===== src/rtl/reaction_timer_if.sv =====
// Interface between the reaction timer and the LED-delay / display logic.
//   master : drives arm, led_on, button; observes the result outputs
//   slave  : the reaction timer itself
//   arm          - single-cycle round start pulse
//   led_on       - LED lit level from the delay stage
//   button       - raw asynchronous player button
//   reaction_ms  - last measured reaction time (ms)
//   best_ms      - smallest valid reaction time since reset
//   result_valid - reaction_ms holds a completed round
//   false_start  - button pressed before the LED lit
//   timeout      - no press within the limit
//   busy         - round in progress
interface reaction_timer_if #(
  parameter int unsigned CNT_W = 14
);
  logic             arm;
  logic             led_on;
  logic             button;
  logic [CNT_W-1:0] reaction_ms;
  logic [CNT_W-1:0] best_ms;
  logic             result_valid;
  logic             false_start;
  logic             timeout;
  logic             busy;

  modport master (
    output arm, led_on, button,
    input  reaction_ms, best_ms, result_valid, false_start, timeout, busy
  );

  modport slave (
    input  arm, led_on, button,
    output reaction_ms, best_ms, result_valid, false_start, timeout, busy
  );
endinterface


===== src/rtl/reaction_timer.sv =====
// Reaction-time measurement stage of the reaction game.
// Once armed, waits for led_on, then counts milliseconds until the player's
// button press. Reports the result, flags early presses and timeouts, and
// tracks the best time since reset.
//   clk - system clock, rising edge
//   rst - synchronous active-high reset
//   bus - reaction_timer_if slave modport (round control in, results out)
module reaction_timer #(
  parameter int unsigned TICK_DIV = 50000,
  parameter int unsigned CNT_W    = 14,
  parameter int unsigned MAX_MS   = 9999
) (
  input  logic               clk,
  input  logic               rst,
  reaction_timer_if.slave    bus
);

  localparam int unsigned PW = (TICK_DIV > 1) ? $clog2(TICK_DIV) : 1;
  localparam logic [PW-1:0]    PRESC_LAST = PW'(TICK_DIV - 1);
  localparam logic [CNT_W-1:0] MAX_CNT    = CNT_W'(MAX_MS);
  localparam logic [CNT_W-1:0] PRE_MAX    = CNT_W'(MAX_MS - 1);

  typedef enum logic [2:0] {
    IDLE,
    ARMED,
    TIMING,
    DONE,
    FAULT
  } state_t;

  state_t           state_q;
  logic [PW-1:0]    presc_q;
  logic [CNT_W-1:0] cnt_q;
  logic [CNT_W-1:0] reaction_q;
  logic [CNT_W-1:0] best_q;
  logic             valid_q;
  logic             false_start_q;
  logic             timeout_q;
  logic             busy_q;
  logic             btn_meta_q;
  logic             btn_sync_q;
  logic             btn_prev_q;
  logic             press;

  // Rising edge of the synchronized button; a held button yields one press.
  assign press = btn_sync_q & ~btn_prev_q;

  always_ff @(posedge clk) begin
    if (rst) begin
      state_q       <= IDLE;
      presc_q       <= '0;
      cnt_q         <= '0;
      reaction_q    <= '0;
      best_q        <= MAX_CNT;
      valid_q       <= 1'b0;
      false_start_q <= 1'b0;
      timeout_q     <= 1'b0;
      busy_q        <= 1'b0;
      btn_meta_q    <= 1'b0;
      btn_sync_q    <= 1'b0;
      btn_prev_q    <= 1'b0;
    end else begin
      btn_meta_q <= bus.button;
      btn_sync_q <= btn_meta_q;
      btn_prev_q <= btn_sync_q;

      case (state_q)
        IDLE, DONE, FAULT: begin
          if (bus.arm) begin
            state_q       <= ARMED;
            valid_q       <= 1'b0;
            false_start_q <= 1'b0;
            timeout_q     <= 1'b0;
            busy_q        <= 1'b1;
          end
        end
        ARMED: begin
          if (press && !bus.led_on) begin
            state_q       <= FAULT;
            false_start_q <= 1'b1;
            busy_q        <= 1'b0;
          end else if (bus.led_on) begin
            // A press coinciding with the LED is swallowed here.
            state_q <= TIMING;
            presc_q <= '0;
            cnt_q   <= '0;
          end
        end
        TIMING: begin
          if (press) begin
            // Press wins over a tick due this cycle, so the reported value
            // is the pre-increment count (at most MAX_MS-1).
            state_q    <= DONE;
            reaction_q <= cnt_q;
            valid_q    <= 1'b1;
            busy_q     <= 1'b0;
            if (cnt_q < best_q) begin
              best_q <= cnt_q;
            end
          end else if (presc_q == PRESC_LAST) begin
            presc_q <= '0;
            if (cnt_q == PRE_MAX) begin
              state_q    <= DONE;
              cnt_q      <= MAX_CNT;
              reaction_q <= MAX_CNT;
              timeout_q  <= 1'b1;
              valid_q    <= 1'b1;
              busy_q     <= 1'b0;
            end else begin
              cnt_q <= cnt_q + CNT_W'(1);
            end
          end else begin
            presc_q <= presc_q + PW'(1);
          end
        end
        default: begin
          state_q <= IDLE;
          busy_q  <= 1'b0;
        end
      endcase
    end
  end

  assign bus.reaction_ms  = reaction_q;
  assign bus.best_ms      = best_q;
  assign bus.result_valid = valid_q;
  assign bus.false_start  = false_start_q;
  assign bus.timeout      = timeout_q;
  assign bus.busy         = busy_q;

endmodule


===== src/flat_wrapper.sv =====
// flat-port wrapper written by rule: the top's interface ports become plain ports
module reaction_timer_flat 
#(
  parameter int unsigned TICK_DIV = 50000,
  parameter int unsigned CNT_W    = 14,
  parameter int unsigned MAX_MS   = 9999
)
  (clk, rst, bus_arm, bus_led_on, bus_button, bus_reaction_ms, bus_best_ms, bus_result_valid, bus_false_start, bus_timeout, bus_busy);
  reaction_timer_if #(.CNT_W(CNT_W)) bus_i ();
  input  logic clk;
  input  logic rst;
  input wire logic [$bits(bus_i.arm)-1:0] bus_arm;
  input wire logic [$bits(bus_i.led_on)-1:0] bus_led_on;
  input wire logic [$bits(bus_i.button)-1:0] bus_button;
  output wire logic [$bits(bus_i.reaction_ms)-1:0] bus_reaction_ms;
  output wire logic [$bits(bus_i.best_ms)-1:0] bus_best_ms;
  output wire logic [$bits(bus_i.result_valid)-1:0] bus_result_valid;
  output wire logic [$bits(bus_i.false_start)-1:0] bus_false_start;
  output wire logic [$bits(bus_i.timeout)-1:0] bus_timeout;
  output wire logic [$bits(bus_i.busy)-1:0] bus_busy;
  assign bus_i.arm = bus_arm;
  assign bus_i.led_on = bus_led_on;
  assign bus_i.button = bus_button;
  assign bus_reaction_ms = bus_i.reaction_ms;
  assign bus_best_ms = bus_i.best_ms;
  assign bus_result_valid = bus_i.result_valid;
  assign bus_false_start = bus_i.false_start;
  assign bus_timeout = bus_i.timeout;
  assign bus_busy = bus_i.busy;
  reaction_timer #(.TICK_DIV(TICK_DIV), .CNT_W(CNT_W), .MAX_MS(MAX_MS)) u_core (.clk(clk), .rst(rst), .bus(bus_i));
endmodule

===== config.mk =====
export PLATFORM = sky130hd
export DESIGN_NAME = reaction_timer_flat
export DESIGN_NICKNAME = d
export VERILOG_FILES = /design/src/rtl/reaction_timer_if.sv /design/src/rtl/reaction_timer.sv /design/src/flat_wrapper.sv
export SDC_FILE = /design/constraint.sdc
export NUM_CORES = 1
export LEC_CHECK = 0
export ABC_AREA = 1
export ABC_CLOCK_PERIOD_IN_PS = 1600
export CORE_MARGIN = 4
export CORE_UTILIZATION = 53
export CTS_BUF_LIST = sky130_fd_sc_hd__clkbuf_4
export DETAILED_ROUTE_END_ITERATION = 7
export GPL_TIMING_DRIVEN = 0
export PLACE_DENSITY = 0.87
export SETUP_SLACK_MARGIN = 0.1
export SYNTH_ARGS = -nofsm -noshare
export SYNTH_HDL_FRONTEND = slang
export SYNTH_SLANG_ARGS = --single-unit

===== constraint.sdc =====
create_clock -name clk -period 1.6 [get_ports clk]
set_input_delay 0.4 -clock clk [delete_from_list [all_inputs] [get_ports clk]]
set_output_delay 0.4 -clock clk [all_outputs]
set_load 0.05 [all_outputs]

==> flow_summary.json <==
{
  "status": "complete, but fails checks",
  "failed_checks": "setup timing",
  "diodes": 0,
  "htreeDepth": 3,
  "finalSetupTns_ns": -6.34,
  "synth_cell_types": 34,
  "route.final.wire_length_mm": 15.8,
  "finalSetupViolations": 61,
  "antenna_found_initial": 0,
  "grt_overflow_total": 0,
  "n_fill_cell": 331,
  "fin_crit_ns": 1.84,
  "slew_headroom": 0.556,
  "cts_inserted_buffers": 9,
  "drtPass1Iterations": 7,
  "design_area_mm2": 0.00566,
  "power_density_mw_per_mm2": 1000,
  "drcViolationCount": 0,
  "clk_path_buf_depth": 2,
  "drt-initial-drc-count": 676,
  "fin_crit_sh": 1.15,
  "startpoint_type": "flip-flop",
  "multi_input_area_mm2": 0.00272,
  "worstSetupPathType": "reg2reg",
  "maxCapViolations": 0,
  "grt_max_degree": 14,
  "ctsRootBufferMaster": "clkbuf_4",
  "ant_nets": 0,
  "dr_total_vias": 4754,
  "syn_area_mm2": 0.00373,
  "hold_path.class": "reg2reg",
  "wire_per_inst_um": 20.9,
  "grt_pass1_vias": 3591,
  "hold_slack_ns": 0.420,
  "min_from": "u_core.btn_meta_q",
  "syn_area_per_cell_um2": 6.77,
  "io_pins": 37,
  "cts.sinks": 68,
  "die-area_mm2": 0.00844,
  "ys_top_cells_by_area": "dfxtp_1 (37%), nand2_1 (13%), nand3_1 (7.8%)",
  "start_util": 0.548,
  "synth_nets": 571,
  "area_delta_synth_final_pct": 52.0,
  "r2r_setup_slack_ns": -0.24,
  "cp_data_required_time_ns": 1.99,
  "register_area_mm2": 0.00148,
  "synth.largest_area_cell": "dfxtp_1",
  "core_area_mm2": 0.00679,
  "clkLatencyLatePin_ns": 0.45,
  "whs_path_depth": 2,
  "ys_seq_elements": 68,
  "ctsHoldBuffers": 0,
  "dp_hpwl_mm": 6.96,
  "grt_first_pass_wirelength_mm": 16.6,
  "seq_area_frac_synth": 0.365,
  "ys_warn_count": 0,
  "drive_gt1_frac": 0.504,
  "worstMarginPinSlew_ns": 0.665,
  "synth.top_cell.area_share": 0.365,
  "dieHeight_um": 91.8,
  "slew_violations": 0,
  "nets": 679,
  "place_ws_ns": -0.392,
  "grt_usage": 0.245,
  "arrival_ns": 2.23,
  "cp-end-kind": "flip-flop",
  "via_per_inst": 6.26,
  "cp-startpoint": "u_core.cnt_q[4]",
  "cp_max_fo": 7,
  "total_power_uw": 5680,
  "fp.dieW_um": 91.8,
  "fmax_mhz": 544,
  "clkTransAtPathRegs_ns": 0.14,
  "place_area_mm2": 0.00438,
  "reg2reg_to": "u_core.state_q[1]",
  "rr_worst_depth": 9,
  "numPortBuffers": 36,
  "rows": 30,
  "fin_skew_ns": 0.0176,
  "r2r_start": "u_core.cnt_q[4]",
  "rsz0062_at_grt": "true",
  "cts_tree": "built",
  "min_delay_worst_endpoint": "u_core.btn_sync_q",
  "timing.final.hold_violations": 0,
  "syn_inst": 550,
  "gp_congestion": 0.927,
  "p_leak_uw": 0.00241,
  "peakVddDrop_mv": 0.604,
  "worst_slack_ns": -0.239
}
==> sequential cells by signal, indices dropped and copies added (netlist names) <==
| name | count |
|---|---|
| u_core.btn_meta_q | 1 |
| u_core.presc_q | 16 |
| u_core.btn_prev_q | 1 |
| u_core.bus.busy | 1 |
| u_core.cnt_q | 14 |
| u_core.bus.reaction_ms | 14 |
| u_core.bus.false_start | 1 |
| u_core.btn_sync_q | 1 |
| u_core.bus.result_valid | 1 |
| u_core.state_q | 3 |
| u_core.bus.timeout | 1 |
| u_core.bus.best_ms | 14 |
==> power by group <==
group          switching, uW  internal (uW)
clock                    748            483
sequential              84.9           1770
combinational           1600            987
total                   2440           3240
==> cell usage after synthesis (all sizes together) <==
cell,count
nand3b,1
nand2,137
nand3,62
nor2,71
o21ai,18
nor3,19
xor2,5
dfxtp,68
ha,16
nor4,1
buf,8
o22ai,3
nand4,9
or2,1
a21oi,44
xnor2,4
clkbuf,7
and3,1
and2,1
inv,74
==> layout by cell type, fill, tap and decap left out, types with 10 or more instances in the layout <==
cell,instances
buf_4,48
nand2_2,33
a21oi_2,18
dfxtp_4,29
nor3_2,10
dfxtp_1,30
nor2_2,14
clkbuf_4,11
inv_1,48
nand3_2,20
ha_4,12
a21oi_1,24
o21ai_0,11
inv_2,19
buf_2,30
nor2_1,48
nand3_1,40
nand2_1,90
nand2_4,11
buf_6,16
==> per-stage QoR <==
stage	utilization	std cells
3_3_place_gp	0.645	682
5_1_grt	0.834	759
3_5_place_dp	0.645	682
4_1_cts	0.708	723
6_report	0.834	759
2_1_floorplan	-	550
==> cell type report <==
class,count,share of cell area
Buffer,15,0.0245
Sequential cell,68,0.262
Multi-Input combinational cell,393,0.479
Clock inverter,7,0.0135
Timing Repair Buffer,97,0.133
Clock buffer,9,0.0119
Tap cell,96,0.0212
Inverter,74,0.0544
==> worst max-delay path, cell delays in order, from the launching register on <==
cell and delay, ns:
dfxtp_4 0.39, inv_1 0.22, nand2_1 0.16, nor3_2 0.23, nand2_2 0.18, nand3_2 0.15, nand3b_1 0.17, nand2_1 0.12
nand2_1 0.07, nor2_1 0.11
==> what timing repair did <==
item                       CTS  global route
resized for setup          240           165
setup buffers               23            35
pin swaps                   19            54
setup endpoints to repair   96            66
cloned                       2             1
==> routing by layer <==
metal,wire length [um],GRT usage,share of wire
met1,5550,0.311,0.35
met2,6960,0.398,0.44
met3,1880,0.0451,0.12
met4,1450,0.119,0.091
met5,0,0,0
==> logic make-up (layout without fill, tap and decap cells) <==
family	count (synthesis)	in the layout	share of synthesized area
flip-flops	68	68	0.365
XOR/XNOR	9	9	0.0212
AND/OR/NAND/NOR	303	303	0.369
buffers and inverters	89	202	0.102
AO/OA/AOI/OAI	65	65	0.0893
adder cells (fa/ha/maj)	16	16	0.0537
==> worst max path at each step <==
| stage | to | slack (ns) | cells after the start |
|---|---|---|---|
| after global routing | u_core.state_q[1] | -0.37 | 9 |
| after CTS | u_core.bus.best_ms[0] | 0.01 | 12 |
| after detailed placement | u_core.presc_q[9] | -0.39 | 11 |
| after floorplan | u_core.bus.best_ms[12] | 0.03 | 13 |
| final | u_core.state_q[1] | -0.24 | 9 |
| after global placement | u_core.presc_q[9] | -0.35 | 11 |
(Power assumes the default switching activity.)
